$ cat src/rtl/uart_tx.sv
// uart_tx: FIFO-buffered 8N1 UART transmitter; define UART_TX_PARITY_EN for 8E1 (even parity bit after bit 7)
module uart_tx #(
  parameter int CLK_FREQ   = 25_000_000,
  parameter int BAUD_RATE  = 9600,
  parameter int FIFO_DEPTH = 4
) (
  input  logic                          clk,
  input  logic                          rst,
  input  logic [7:0]                    tx_data,
  input  logic                          tx_valid,
  output logic                          tx_ready,
  output logic                          tx,
  output logic                          tx_busy,
  output logic [$clog2(FIFO_DEPTH):0]   fifo_count
);
  localparam int AW = $clog2(FIFO_DEPTH);
  localparam logic [15:0] LAST = 16'(CLK_FREQ / BAUD_RATE - 1);
  localparam logic [AW:0] FULL = (AW+1)'(FIFO_DEPTH);
  typedef enum logic [2:0] {
    IDLE, START, DATA,
`ifdef UART_TX_PARITY_EN
    PARITY,
`endif
    STOP
  } state_t;
  state_t state, state_n;
  logic [7:0] mem [FIFO_DEPTH];
  logic [AW-1:0] wp, rp;
  logic [7:0] shift;
  logic [15:0] cnt;
  logic [2:0] bidx, bidx_n;
  logic last, have, push, pop, tx_n;
  assign tx_ready = fifo_count != FULL;
  assign last = cnt == LAST;
  assign have = fifo_count != '0;
  assign push = tx_valid && tx_ready;
  assign pop = have && (state == IDLE || (state == STOP && last));
  assign bidx_n = pop ? 3'd0 : (state == DATA && last) ? bidx + 3'd1 : bidx;
  always_comb begin
    state_n = state;
    case (state)
      IDLE:   state_n = pop ? START : IDLE;
      START:  state_n = last ? DATA : START;
`ifdef UART_TX_PARITY_EN
      DATA:   state_n = (last && bidx == 3'd7) ? PARITY : DATA;
      PARITY: state_n = last ? STOP : PARITY;
`else
      DATA:   state_n = (last && bidx == 3'd7) ? STOP : DATA;
`endif
      STOP:   state_n = last ? (pop ? START : IDLE) : STOP;
      default: state_n = IDLE;
    endcase
  end
  // line level is computed for the upcoming cycle so tx can be registered
  always_comb begin
    tx_n = 1'b1;
    if (state_n == START) tx_n = 1'b0;
    else if (state_n == DATA) tx_n = shift[bidx_n];
`ifdef UART_TX_PARITY_EN
    else if (state_n == PARITY) tx_n = ^shift;
`endif
  end
  always_ff @(posedge clk) begin
    if (rst) begin
      state      <= IDLE;
      tx         <= 1'b1;
      tx_busy    <= 1'b0;
      fifo_count <= '0;
      wp         <= '0;
      rp         <= '0;
      cnt        <= '0;
      bidx       <= '0;
    end else begin
      state      <= state_n;
      tx         <= tx_n;
      tx_busy    <= state_n != IDLE;
      cnt        <= (state == IDLE || last) ? '0 : cnt + 16'd1;
      bidx       <= bidx_n;
      fifo_count <= fifo_count + (AW+1)'(push) - (AW+1)'(pop);
      if (push) wp <= wp + AW'(1);
      if (pop) rp <= rp + AW'(1);
    end
  end
  always_ff @(posedge clk) begin
    if (!rst && push) mem[wp] <= tx_data;
    if (!rst && pop) shift <= mem[rp];
  end
endmodule

$ cat config.mk
export PLATFORM = sky130hd
export DESIGN_NAME = uart_tx
export DESIGN_NICKNAME = d
export VERILOG_FILES = /design/src/rtl/uart_tx.sv
export SDC_FILE = /design/constraint.sdc
export NUM_CORES = 1
export LEC_CHECK = 0
export ABC_AREA = 0
export CAP_MARGIN = 20
export CORE_UTILIZATION = 50
export CTS_CLUSTER_SIZE = 8
export DETAILED_ROUTE_END_ITERATION = 6
export PLACE_DENSITY = 0.69
export SLEW_MARGIN = 10
export SYNTH_ARGS = -nofsm -noshare
export SYNTH_HDL_FRONTEND = slang
export SYNTH_SLANG_ARGS = --single-unit
$ cat constraint.sdc
create_clock -name clk -period 3.6 [get_ports clk]
set_clock_uncertainty 0.1 [all_clocks]
set_input_delay 0.72 -clock clk [delete_from_list [all_inputs] [get_ports clk]]
set_output_delay 0.72 -clock clk [all_outputs]
set_load 0.02 [all_outputs]
# Yosys cells after proc, flatten, opt, wreduce, memory -nomap -nowiden
# Memory sizes are Yosys's and may differ from the RTL's. A register that Yosys moved wholly into a read port is not among the register bits.
# Index checks and enable logic that the tools add are counted.
[totals] wordCells=51 mem_count=1 regBits=31 input_bits=11 mem_bits_rw=32
[op_classes] add_sub_neg=6 order_cmp=1 eq_ne=8 reduce_logical=14 n_mux=13
[memory_table] memory="mem" depth=4 width=8 rd=1 rd_clocked_by_memory_dff=1 write_ports=1 line="27" rtl="logic [7:0] mem [FIFO_DEPTH];"
[ops] operator="$add A16 B1 Y16 const B" count=1
[ops] operator="$eq A16 B12 Y1 const B" count=1
[ops] operator="$eq A3 B2 Y1 const B" count=3
[ops] operator="$pmux W2 S4" count=1
[ops] operator="$logic_and A1 B1 Y1" count=7
[ops] operator="$mux W1" count=7
[ops] operator="$eq A3 B1 Y1 const B" count=2
[ops] operator="$mux W3" count=2
[ops] operator="$reduce_bool A3 Y1" count=2
[ops] operator="$add A2 B1 Y2 const B" count=2
[ops] operator="$lt A3 B4 Y1 const B" count=1
[ops] operator="$mux W2" count=2
[ops] operator="$add A3 B1 Y3" count=1
[ops] operator="$add A3 B1 Y3 const B" count=1
[ops] operator="$bmux W1 S3" count=1
[ops] operator="$eq A3 B3 Y1 const B" count=1
[ops] operator="$logic_not A3 Y1" count=1
[ops] operator="$ne A3 B3 Y1 const B" count=1
[ops] operator="$sub A3 B1 Y3" count=1
[ops] operator="$logic_or A1 B1 Y1" count=2
[ops] operator="$reduce_or A2 Y1" count=1
[ops] operator="$logic_not A1 Y1" count=1

# Longest topological paths before layout
# Gate-level depths: netlist (run 1).
[depth] depth_word=10 ltp_mapped=12 ltp_nobuf=11

# Worst setup path before layout (run 1)
# Ideal clock, no wire load.
[synth_timing] kind="register to register" from="reg cnt[0]" to="reg fifo_count[2]" stages_incl_launch_ff=13 path_slack_ns=0.974 arrival_time_ns=2.398 period_less_slack_ns=2.626 required_ns=3.372 cell_sequence="dfxtp_1 ha_1 and4bb_4 nand4_2 buf_6 a21oi_1 ha_1 inv_1 ha_1 fa_1 xnor2_1 xnor2_1 nor2_1"
[synth_via] elab_chain_cells=5
[synth_lines] element="start, declared" line="30" rtl="logic [15:0] cnt;"
[synth_lines] element="start signal, assigned" line="77" rtl="cnt <= (state == IDLE || last) ? '0 : cnt + 16'd1;"
[synth_lines] element="$eq A16 B12 Y1" line="34" rtl="assign last = cnt == LAST;"
[synth_lines] element="$logic_and A1 B1 Y1" line="37" rtl="assign pop = have && (state == IDLE || (state == STOP && last));"
[synth_lines] element="$logic_or A1 B1 Y1" line="37"
[synth_lines] element="$logic_and A1 B1 Y1" line="37"
[synth_lines] element="via pop" line="32" rtl="logic last, have, push, pop, tx_n;"
[synth_lines] element="$sub A3 B1 Y3" line="79" rtl="fifo_count <= fifo_count + (AW+1)'(push) - (AW+1)'(pop);"
[synth_lines] element="end signal, assigned" line="79"
[synth_lines] element="end, declared" line="14" rtl="output logic [$clog2(FIFO_DEPTH):0] fifo_count"
# The timed path passes the listed nets, and every way through them passes these cells.
# A chain may end at the register's enable or synchronous reset.

# Worst setup path in the final report (run 1)
# Same ends and word-level chain as after synthesis.

==> flow_summary.yaml, run 1 <==
grt:
  grtUsageMet2: 0.2667
  met3_usage: 0.06514
  grt_use_total: 0.1674
  grt_max_degree: 16
  grt_pass1_vias: 1609
  grt_use_met1: 0.2088
  grt.busiest_layer: "met2"
  overflow: 0
  antenna_found_initial: 0
  grt_pass1_wl_um: 7748
cells_and_area:
  finish.utilization: 0.5886
  drive_above_1_share: 0.1494
  syn_to_final_growth_pct: 14.14
  n_antenna_cell: 0
  final_nets: 277
worst_hold_path:
  holdPathEnd: "cnt[0]"
  holdPathStages: 1
  hold_path_startpoint: "cnt[0]"
  hold_path.class: "flip-flop to flip-flop"
synth:
  synth_edf_count: 40
  synthTopCellsByArea: "edfxtp_1 (40%), dfxtp_1 (20%), mux4_2 (5.9%)"
  synth.most_common_cell: "edfxtp_1"
  synth_top_area_share: 0.3957
  synthFlopType: "edfxtp_1"
  syn_area_um2: 3035
  synthTopCellsByCount: "edfxtp_1 (40), dfxtp_1 (30), nor2_1 (25), inv_1 (15), xnor2_1 (12)"
  synth_async_sr_flop_share: 0
  yosys_warnings: 0
  ys_seq_area_frac: 0.5936
  avgSynthCellArea_um2: 12.97
  synth_nets: 255
  yosysTopAreaCell: "edfxtp_1"
  ys_seq_elements: 70
  syn_inst: 234
  ys_types: 48
setup_path:
  critPathMaxStageDelay_ps: 380
  regToRegSetupSlack_ps: 840
  critical_path_required_ps: 3720
  r2r_end: "fifo_count[2]"
  worst_ep_arrival_time_ps: 2880
  crit_slowest_cell: "fa_1"
  cp-start-kind: "flip-flop"
  r2r_cells: 12
  crit_type: "flip-flop to flip-flop"
  path_buf_inv: 2
  critical-path-top-delay-family: "adder cells"
  worst_setup_path_end_kind: "flip-flop"
  crit_chain: "ha_1 -> and4bb_4 -> nand4_2 -> buf_4 -> a21oi_1 -> ha_1 -> inv_1 -> ha_1 -> fa_1 -> xnor2_1 -> xnor2_1 -> nor2_1"
  reg2reg_from: "cnt[0]"
  cp_max_fo: 14
  worst_path_most_repeated_cell: "ha_1"
cts:
  cts_resized: 0
  cts_hold_buf: 0
  cts_made_buffers: 9
  cts_setup_buffers: 0
  clock_path_buffers: 2
  ctsHtreeMaxLevel: 3
  cts_tree: "built"
  clk_pin_slew_worst_paths_ps: 80
  root_buffer: "clkbuf_8"
  clkLatencyLatePin_ps: 340
  numClockSinks: 70
sta:
  setup_viol: 0
  period_minus_slack_ps: 2758
  maxSlewHeadroom: 0.5128
  max_freq_mhz: 362.6
  hold_viol: 0
  tightest_slew_ps: 729.3
  fin_crit_sh: 0.7660
  rsz0062_at_grt: "no"
  setup_tns_ps: 0
  slew_violations: 0
place:
  routabilityCongestion: 0.7638
  dp_hpwl_um: 3266
  io_buffers: 16
floorplanning:
  die_h_um: 79.92
  dieArea_um2: 6386
  core_area_um2: 5886
  io_pins: 17
  die_x_um: 79.92
  std_cell_rows: 28
  initial_core_util: 0.5157
detailed_routing:
  first_pass_iters: 4
  routed_wl_um: 4691
  post-route-drc-count: 0
  avgRoutedWirePerCell_um: 13.96
  num_vias: 1752
  via_per_inst: 5.214
  antenna_left: 0
  dr.first_iter.drc_count: 52
pwr:
  leakagePower_uw: 0.001155
  power.density_nw_per_um2: 598.7
  peakVddDrop_mv: 0.3239
  p_total_uw: 2074
outcome:
  outcome: "complete, no violations"
run:
  cap_viol_max_count: 0
-- layout by cell type (no fill, tap or decap), types with 5 or more instances in the layout --
cell type	n
nand2_1	10
dfxtp_1	30
edfxtp_1	40
nor2_1	25
clkbuf_8	9
xor2_1	5
and2_1	5
a21oi_1	7
mux4_2	8
or3_1	5
nand3_1	10
o21ai_0	6
inv_1	15
ha_1	9
xnor2_1	12
clkdlybuf4s50_1	16
-- state kept, by name, summed over array words and instances, names as in the netlist --
signal / count
state: 2
fifo_count: 3
bidx: 3
wp: 2
tx_busy: 1
shift: 8
cnt: 16
rp: 2
mem: 32
tx: 1
-- worst max path at each step --
stage / start / endpoint / slack (ps) / depth (start not counted)
after floorplan: cnt[0] / fifo_count[2] / 970 / 12
after global placement: tx_valid / fifo_count[2] / 830 / 9
after detailed placement: tx_valid / fifo_count[2] / 790 / 9
after CTS: cnt[0] / fifo_count[2] / 820 / 12
after global routing: cnt[0] / fifo_count[2] / 620 / 12
final: cnt[0] / fifo_count[2] / 840 / 12
-- per-stage QoR --
stage               hold WS, ps  std cells  instance area (µm²)  worst slack, ps
CTS                       371.7        336                 3465            819.3
floorplan                 329.7        234                 3035            974.5
global route              382.2        336                 3465            624.1
finish                    365.6        336                 3465            842.3
global placement          345.2        320                 3259            833.5
detailed placement        354.0        320                 3259            787.1
-- worst register-to-register path, stage by stage, from the launching register on --
cell and delay (ps):
dfxtp_1 370, ha_1 240, and4bb_4 250, nand4_2 60, buf_4 190, a21oi_1 320, ha_1 180, inv_1 40
ha_1 180, fa_1 380, xnor2_1 170, xnor2_1 130, nor2_1 50
-- layout make-up --
class                      count  area (µm²)
multi-input combinational    142        1132
clock inverter                 7       81.33
fill                         500        2421
clock buffer                   9       123.9
timing repair buffer          18       175.2
inverter                      15       56.30
sequential                    70        1802
tap                           75       93.84
-- cell families after synthesis --
family | after synthesis | share of synthesized area
and+or+nand+nor | 80 | 0.1550
DFF | 70 | 0.5936
adders and majority gates | 10 | 0.04369
muxes | 11 | 0.06966
xor gates and xnor gates | 17 | 0.04905
AOI/OAI and AO/OA | 24 | 0.05565
buffers and inverters | 22 | 0.03339
-- where the power goes --
| part | switching [µW] | total, µW | internal (µW) | leakage [µW] |
|---|---|---|---|---|
| registers | 83.4 | 1030 | 945 | 0.000608 |
| logic | 191 | 402 | 211 | 0.000446 |
| clock network | 314 | 643 | 329 | 0.000101 |
| total | 588 | 2070 | 1490 | 0.00115 |
-- layer usage --
metal  wire length, µm  up-vias
met1              2222      829
li1                  -      891
met4                48        0
met3               160        4
met5                 0        -
met2              2260       28
Note: power is estimated with default switching activity, not from simulation.
==> inputs of run 2 (changes only) <==
--- a/config.mk
+++ b/config.mk
@@ -10,7 +10,7 @@
 export CORE_UTILIZATION = 50
 export CTS_CLUSTER_SIZE = 8
 export DETAILED_ROUTE_END_ITERATION = 6
-export PLACE_DENSITY = 0.69
+export PLACE_DENSITY = 0.71
 export SLEW_MARGIN = 10
 export SYNTH_ARGS = -nofsm -noshare
 export SYNTH_HDL_FRONTEND = slang
==> constraint.sdc (replaced) <==
create_clock -name clk -period 2.5 [get_ports clk]
set_clock_uncertainty 0.1 [all_clocks]
set_input_delay 0.5 -clock clk [delete_from_list [all_inputs] [get_ports clk]]
set_output_delay 0.5 -clock clk [all_outputs]
set_load 0.02 [all_outputs]
==> run 2 against run 1 <==
Effect of this change:
- cell area grew 4.0%
- critical endpoint is now tx
- via count up 4.2%
- maximum frequency is 17% higher
- worst hold slack got worse by 11 ps
- power rose by 53%
- global-route usage is 0.76 points higher
- largest cell class unchanged
- core utilization increased by 2.3 points
==> flow_summary.yaml, run 2 (synthesis gave the netlist of run 1 again) <==
sta:
  fin_crit_sh: 0.9441
  fin_ws_ps: 139.7
  rsz0062_at_grt: "no"
  maxSlewHeadroom: 0.5810
  hold_viol: 0
  max_freq_mhz: 423.7
  tightest_slew_ps: 627.6
  setup_viol: 0
  whs_ps: 355.0
  period_minus_slack_ps: 2360
  slew_violations: 0
detailed_routing:
  dr.first_iter.drc_count: 84
  routed_wl_um: 4929
  num_vias: 1826
  avgRoutedWirePerCell_um: 14.25
  post-route-drc-count: 0
  antenna_left: 0
  first_pass_iters: 6
  via_per_inst: 5.277
cts:
  cts_tree: "built"
  clk_pin_slew_worst_paths_ps: 80
  clock_path_buffers: 2
  clkLatencyLatePin_ps: 340
  cts_made_buffers: 9
  cts_hold_buf: 0
  numClockSinks: 70
  root_buffer: "clkbuf_8"
  ctsHtreeMaxLevel: 3
floorplanning:
  core_area_um2: 5886
  std_cell_rows: 28
  io_pins: 17
  dieArea_um2: 6386
  die_h_um: 79.92
  initial_core_util: 0.5157
  die_x_um: 79.92
setup_path:
  critPathMaxStageDelay_ps: 360
  cp-start-kind: "flip-flop"
  r2r_cells: 9
  worst_setup_path_end_kind: "flip-flop"
  crit_type: "flip-flop to flip-flop"
  cp_max_fo: 13
  cp_num_cells: 9
  crit_slowest_cell: "dfxtp_2"
  reg2reg_from: "cnt[0]"
  startpoint: "cnt[0]"
  critical-path-top-delay-family: "simple AND/OR/NAND/NOR gates"
  endpoint: "tx"
  crit_chain: "ha_2 -> and4bb_4 -> nand4_2 -> buf_4 -> or3_4 -> nand3_4 -> mux2i_1 -> mux2_2 -> a211oi_2"
  path_buf_inv: 1
  critical_path_required_ps: 2660
  worst_ep_arrival_time_ps: 2520
  r2r_end: "tx"
  regToRegSetupSlack_ps: 140
place:
  io_buffers: 16
  routabilityCongestion: 0.7491
  dp_slack_ps: -31.17
  dp_hpwl_um: 3362
  postPlaceCellArea_um2: 3342
grt:
  grt_pass1_vias: 1784
  grt_pass1_wl_um: 8224
  grt_use_total: 0.1750
  grt_max_degree: 16
  overflow: 0
  antenna_found_initial: 0
cells_and_area:
  final_nets: 287
  largest_register: "mem"
  n_antenna_cell: 0
  largest_reg_flops: 32
  finish.utilization: 0.6120
  stdcell_area_um2: 3602
  drive_above_1_share: 0.2103
  layout_commonest_cell: "edfxtp_1"
  mostFrequentLayoutCells: "edfxtp_1 (40), dfxtp_1 (28), nor2_1 (25)"
  top_regs: "mem: 32 flops, cnt: 16 flops, shift: 8 flops"
  syn_to_final_growth_pct: 18.67
worst_hold_path:
  hold_path.class: "flip-flop to flip-flop"
  holdPathStages: 1
run:
  cap_viol_max_count: 0
pwr:
  power.density_nw_per_um2: 882.9
  peakVddDrop_mv: 0.4870
  leakagePower_uw: 0.001219
outcome:
  outcome: "complete, no violations"
## run 2: cell count changes in the layout (fill, tap and decap cells not counted), moves of 2 or more
cell / before / now
dfxtp_2: 0 / 2
inv_6: 3 / 1
buf_4: 2 / 12
dfxtp_1: 30 / 28
## run 2: worst min path at each step
| stage | slack [ps] | from | endpoint |
|---|---|---|---|
| floorplan | 310 | cnt[0] | cnt[0] |
| global placement | 310 | cnt[0] | cnt[0] |
| detailed placement | 330 | cnt[0] | cnt[0] |
| CTS | 350 | cnt[0] | cnt[0] |
| global route | 380 | cnt[0] | cnt[0] |
| finish | 360 | cnt[0] | cnt[0] |
## run 2: report_power, final
part | internal (µW) | total (µW) | switching (µW)
registers | 1360 | 1480 | 116
clock network | 565 | 1010 | 444
logic | 371 | 693 | 323
## run 2: area by class of cell
cell class | count | area (µm²)
clock inverter | 7 | 97.59
multi-input combinational | 142 | 1176
fill | 468 | 2283
inverter | 15 | 56.30
clock buffer | 9 | 123.9
timing repair buffer | 28 | 250.2
sequential | 70 | 1804
tap | 75 | 93.84
## run 2: through the flow
step	TNS (ps)	cells	total power, µW
after floorplan	0	234	1943
after global placement	0	329	2144
after detailed placement	-31.17	329	2157
after CTS	0	345	3160
after global routing	0	346	3325
final	0	346	3180
## run 2: layer usage
metal  wire length [µm]  share of wire  vias to the layer above  track usage
met1               2266           0.46                      874       0.2156
met3                192          0.039                       10      0.04686
li1                   -              -                      910            -
met5                  0              0                        -            0
met2               2375           0.48                       32       0.2846
met4                 96          0.019                        0      0.08393
## run 2: timing repair
action	4_1_cts	5_1_grt
buffers inserted	0	1
resized for setup	0	6
setup endpoints to repair	0	2
